**src/rtl/intr_src_cond.sv**
```systemverilog
// Interrupt source conditioner: synchronises raw interrupt lines, applies
// per-source level or rising-edge capture, latches edge events as pending,
// tracks overruns and presents a masked pending vector to the interrupt
// controller. Configured and inspected through a zero-wait-state APB slave.
//
// APB handshake: a transfer is a setup cycle (psel_i=1, penable_i=0)
// followed by an access cycle (psel_i=1, penable_i=1). pready_o is high in
// every access cycle, so each access completes in one cycle. Writes commit on
// the clock edge that ends the access cycle; read data is combinational and
// driven whenever psel_i=1 and pwrite_i=0, and is 0 otherwise.
module intr_src_cond #(
    parameter int NUM_INTR = 16,
    parameter int ID_W     = 4
) (
    input  logic                pclk_i,
    input  logic                prst_n_i,
    input  logic                psel_i,
    input  logic                penable_i,
    input  logic                pwrite_i,
    input  logic [3:0]          paddr_i,
    input  logic [NUM_INTR-1:0] pwdata_i,
    output logic [NUM_INTR-1:0] prdata_o,
    output logic                pready_o,
    output logic                pslverr_o,
    input  logic [NUM_INTR-1:0] irq_raw_i,
    output logic [NUM_INTR-1:0] intr_active_o,
    input  logic                intr_serviced_i,
    input  logic [ID_W-1:0]     intr_serviced_id_i
);

    localparam logic [3:0] ADDR_ENABLE  = 4'h0;
    localparam logic [3:0] ADDR_MODE    = 4'h1;
    localparam logic [3:0] ADDR_PENDING = 4'h2;
    localparam logic [3:0] ADDR_RAW     = 4'h3;
    localparam logic [3:0] ADDR_ACTIVE  = 4'h4;
    localparam logic [3:0] ADDR_OVERRUN = 4'h5;

    // Three-stage chain: s1/s2 resolve metastability, s3 delays s2 for edge detection.
    logic [NUM_INTR-1:0] s1, s2, s3;
    logic [NUM_INTR-1:0] enable_q;
    logic [NUM_INTR-1:0] mode_q;      // 1 = rising edge, 0 = level
    logic [NUM_INTR-1:0] pending_q;
    logic [NUM_INTR-1:0] overrun_q;

    logic                apb_access;
    logic                wr_en;
    logic                wr_enable, wr_mode, wr_pending, wr_overrun;
    logic [NUM_INTR-1:0] edge_det;
    logic [NUM_INTR-1:0] svc_onehot;
    logic [NUM_INTR-1:0] edge_clr;
    logic [NUM_INTR-1:0] mode_chg;
    logic [NUM_INTR-1:0] edge_next;
    logic [NUM_INTR-1:0] pending_next;
    logic [NUM_INTR-1:0] overrun_set;
    logic [NUM_INTR-1:0] overrun_clr;
    logic [NUM_INTR-1:0] overrun_next;
    logic [NUM_INTR-1:0] rd_data;

    assign apb_access = psel_i & penable_i;
    assign wr_en      = apb_access & pwrite_i;
    assign wr_enable  = wr_en & (paddr_i == ADDR_ENABLE);
    assign wr_mode    = wr_en & (paddr_i == ADDR_MODE);
    assign wr_pending = wr_en & (paddr_i == ADDR_PENDING);
    assign wr_overrun = wr_en & (paddr_i == ADDR_OVERRUN);

    assign edge_det = s2 & ~s3;

    // Decode the service acknowledge into a per-source clear vector.
    always_comb begin
        svc_onehot = '0;
        if (intr_serviced_i) begin
            svc_onehot[intr_serviced_id_i] = 1'b1;
        end
    end

    // Edge bits: a new edge wins over any clear arriving on the same edge.
    assign edge_clr  = (wr_pending ? pwdata_i : '0) | svc_onehot;
    assign edge_next = edge_det | (pending_q & ~edge_clr);

    // A mode change flushes the affected pending bits; level bits resume tracking next edge.
    assign mode_chg     = wr_mode ? (pwdata_i ^ mode_q) : '0;
    assign pending_next = ((mode_q & edge_next) | (~mode_q & s2)) & ~mode_chg;

    // Overrun: a further edge on a source whose edge event is still pending.
    assign overrun_set  = mode_q & edge_det & pending_q;
    assign overrun_clr  = wr_overrun ? pwdata_i : '0;
    assign overrun_next = overrun_set | (overrun_q & ~overrun_clr);

    // Synchroniser chain for the asynchronous interrupt lines.
    always_ff @(posedge pclk_i or negedge prst_n_i) begin
        if (!prst_n_i) begin
            s1 <= '0;
            s2 <= '0;
            s3 <= '0;
        end else begin
            s1 <= irq_raw_i;
            s2 <= s1;
            s3 <= s2;
        end
    end

    // Firmware-programmed configuration registers.
    always_ff @(posedge pclk_i or negedge prst_n_i) begin
        if (!prst_n_i) begin
            enable_q <= '0;
            mode_q   <= '0;
        end else begin
            if (wr_enable) enable_q <= pwdata_i;
            if (wr_mode)   mode_q   <= pwdata_i;
        end
    end

    // Pending and overrun status state.
    always_ff @(posedge pclk_i or negedge prst_n_i) begin
        if (!prst_n_i) begin
            pending_q <= '0;
            overrun_q <= '0;
        end else begin
            pending_q <= pending_next;
            overrun_q <= overrun_next;
        end
    end

    // Register read multiplexer; unmapped indices read as zero.
    always_comb begin
        rd_data = '0;
        case (paddr_i)
            ADDR_ENABLE:  rd_data = enable_q;
            ADDR_MODE:    rd_data = mode_q;
            ADDR_PENDING: rd_data = pending_q;
            ADDR_RAW:     rd_data = s2;
            ADDR_ACTIVE:  rd_data = intr_active_o;
            ADDR_OVERRUN: rd_data = overrun_q;
            default:      rd_data = '0;
        endcase
    end

    // APB responses are forced low while reset is asserted.
    assign pready_o      = prst_n_i & apb_access;
    assign pslverr_o     = prst_n_i & apb_access & (paddr_i > ADDR_OVERRUN);
    assign prdata_o      = (prst_n_i & psel_i & ~pwrite_i) ? rd_data : '0;
    assign intr_active_o = pending_q & enable_q;

endmodule

```
**config.mk**
```make
export PLATFORM = sky130hd
export DESIGN_NAME = intr_src_cond
export DESIGN_NICKNAME = d
export VERILOG_FILES = /design/src/rtl/intr_src_cond.sv
export SDC_FILE = /design/constraint.sdc
export NUM_CORES = 1
export LEC_CHECK = 0
export ABC_AREA = 1
export BUFFER_PORTS_ARGS = -buffer_cell sky130_fd_sc_hd__buf_4
export CAP_MARGIN = 20
export CORE_ASPECT_RATIO = 0.8
export CORE_MARGIN = 10
export CORE_UTILIZATION = 55
export CTS_CLUSTER_DIAMETER = 100
export DETAILED_ROUTE_END_ITERATION = 7
export PLACE_DENSITY = 0.76
export REMOVE_ABC_BUFFERS = 1
export SYNTH_ARGS = -nofsm -noshare
export SYNTH_HDL_FRONTEND = slang
export SYNTH_SLANG_ARGS = --single-unit
```
**constraint.sdc**
```tcl
create_clock -name pclk_i -period 2.6 [get_ports pclk_i]
set_input_delay 0.39 -clock pclk_i [delete_from_list [all_inputs] [get_ports pclk_i]]
set_output_delay 0.39 -clock pclk_i [all_outputs]
set_load 0.005 [all_outputs]
```
==> metrics.md <==
| Metric | Value |
|---|---|
| Synth warn | `0` |
| Worst Path Required | `2210 ps` |
| Max-Cap Viols | `0` |
| Final WS setup | `392.7 ps` |
| Num CTS Buffers | `9` |
| Root Buffer | `clkbuf_16` |
| Post-CTS sizing | `0` |
| Sequential-to-total area share from yosys stat | `roughly half` |
| Critical path fanouts, max | `17` |
| Total negative slack | `0 ps` |
| Core Region | `9729 um^2` |
| Vias in the first global route | `5098` |
| Flops & latches, synth | `112` |
| Critical path class | `in2out` |
| Ant diodes | `0` |
| Share of cells above drive strength 1 | `13.98%` |
| Reg power frac | `50.0%` |
| GR Util All Layers | `about a fifth` |
| DP HPWL | `10260 um` |
| Max-slew headroom | `62.42%` |
| TritonRoute pass-1 iters | `5` |
| Mapped Area | `5532 um^2` |
| Status | `complete, no violations` |
| Final instance area | `~6600 um^2` |
| Port Buffer Count | `79` |
| Bufs on Longest Clock Path | `2` |
| Max VDD drop | `around 0.42 mV` |
| Switching share of total power | `~29%` |
| Worst clock skew | `8.284 ps` |
| Drt first-iter violations | `678` |
| TritonCTS clock tree | `yes` |
| Total Wirelength | `15180 um` |
| Die ar. | `14490 um^2` |
| Hold WS | `approximately 42 ps` |
| Vias/cell | `5.250` |
| Flop-to-flop setup slack | `1700 ps` |
| FF-to-FF path depth | `6` |
| Crit path DAT | `about 1800 ps` |
| H-tree levels | `3` |
| Synth cell types | `21` |
| Register Area | `2803 um^2` |
| Nets@finish | `879` |
| Placed cell area | `about 6300 um^2` |
| Leakage | `3.586 nW` |
| Setup WS pre-CTS | `447.2 ps` |
| Starting Density | `56.85%` |
| Final Setup Violations | `0` |
| Crit start category | `input pin` |
| Clock power share | `approximately a third` |
| Reg-to-Reg Start | `pending_q[8]` |
| Clk Latency, worst-skew pair | `~350 ps` |
| Area Overhead vs Synth | `18.95%` |
| Final Cycle Share | `between 80 and 90%` |
| Setup Fix Bufs, Post-CTS | `0` |
| Filler Cell Count | `847` |
| Fin. max-slew vios | `0` |
| Antenna Nets Post-Route | `0` |
| Site row count | `32` |
| Comb pwr share | `17.4%` |
| Residual DRC | `0` |
| Post-Synthesis Cells | `751` |
| Combined area of the multi-input logic cells | `2128 um^2` |
| Clock sinks | `112` |
| Hold Vio Cnt, Final | `0` |
| RSZ-0062 raised after global routing | `false` |
| Commonest non-fill, non-tap cells in the layout | `nand2_1 (287), inv_1 (123), dfrtp_1 (112)` |
| Fmax | `453.0 MHz` |
| GPL Wtd Cong | `0.8633` |
| Gr ovfl total | `0` |
| First-pass GRT wire length | `24640 um` |
| Nature of the critical path endpoint | `primary output` |
| Die width | `about 130 um` |
| HP Class | `in2async` |
| Internal | `a little under 3 mW` |
| Most common cell after layout, fill and taps aside | `nand2_1` |
| Initial antenna violation count | `0` |
| Largest net degree at the start of global routing | `83` |
| IO Count | `80` |
| Mean Syn Cell Area | `7.366 um^2` |
| Pwr dens | `approximately 640 nW/um^2` |
| Die height | `109.7 um` |
| Routed via count | `5108` |
| Worst-path clk slew | `70 ps` |
| Psw | `1.241 mW` |
| CTS Hold Bufs | `0` |
| Crit path time final | `2207 ps` |
| Final core utilization | `67.63%` |
| Crit Reg-Reg Endpoint | `pending_q[8]` |
| DR WL/cell | `between 15 and 20 um` |
| Slew @ Worst Pin | `562.3 ps` |
cell usage after synthesis (all sizes together):
master,count,area share (%)
inv,125,8.5
a21oi,24,2.2
clkbuf,1,0.068
nand3,71,6.5
nor3,1,0.090
buf,20,2.2
nor2,43,3.6
clkinv,1,0.068
o21ai,50,4.5
nand2,288,20
dfrtp,112,51
o31ai,14,1.9
a21boi,1,0.14
metrics by stage:
stage / power [mW] / cells
floorplan: 2.531 / 730
global route: 4.448 / 973
CTS: 4.227 / 972
detailed placement: 2.858 / 957
global placement: 2.823 / 957
finish: 4.220 / 973
kinds of logic after synthesis:
kind of cell,Yosys count,share of synthesized area [%]
buf+inv,147,10.86
compound gates,89,8.731
simple gates,403,29.74
flops,112,50.67
worst max-delay path by stage:
stage                          start      endpoint  slack, ps  cells past startpoint
after global routing      paddr_i[0]  prdata_o[13]        190                      9
after CTS                 paddr_i[0]   prdata_o[6]        440                      9
after floorplan           paddr_i[0]   prdata_o[0]        660                      7
after global placement    paddr_i[0]  prdata_o[13]        480                      9
final                     paddr_i[0]   prdata_o[6]        390                      9
after detailed placement  paddr_i[0]   prdata_o[6]        450                      9
sequential cells by signal (all words and copies together), names as in the netlist:
register and flops:
s1 16, overrun_q 16, pending_q 16, s3 16
enable_q 16, mode_q 16, s2 16
per-layer routing:
layer | GRT usage, % | share of wire (%)
met1 | 26.78 | 43
met2 | 34.44 | 46
met3 | 5.242 | 9.3
met4 | 7.448 | 1.9
met5 | 0 | 0
power groups by stage:
stage                     Combinational (mW)  Clock, mW  Sequential, mW
after detailed placement               0.721          0            2.14
after CTS                              0.726       1.39            2.11
after global placement                 0.694          0            2.13
final                                  0.735       1.37            2.11
after global routing                   0.845       1.47            2.14
after floorplan                        0.441          0            2.09
final cells by class:
type	count	share of cell area (%)
Sequential cell	112	42.59
Multi-Input combinational cell	492	32.34
Timing Repair Buffer	92	10.80
Inverter	126	7.188
Clock buffer	9	3.423
Tap cell	136	2.586
Clock inverter	6	1.065
critical path, stage by stage:
cell and delay [ps]:
buf_4 110, inv_1 110, nand2_1 150, nor2_4 470
nand2_1 120, nand2_1 90, inv_1 40, a21oi_1 180
buf_4 140
No activity file was read; power rests on OpenSTA's default activity.
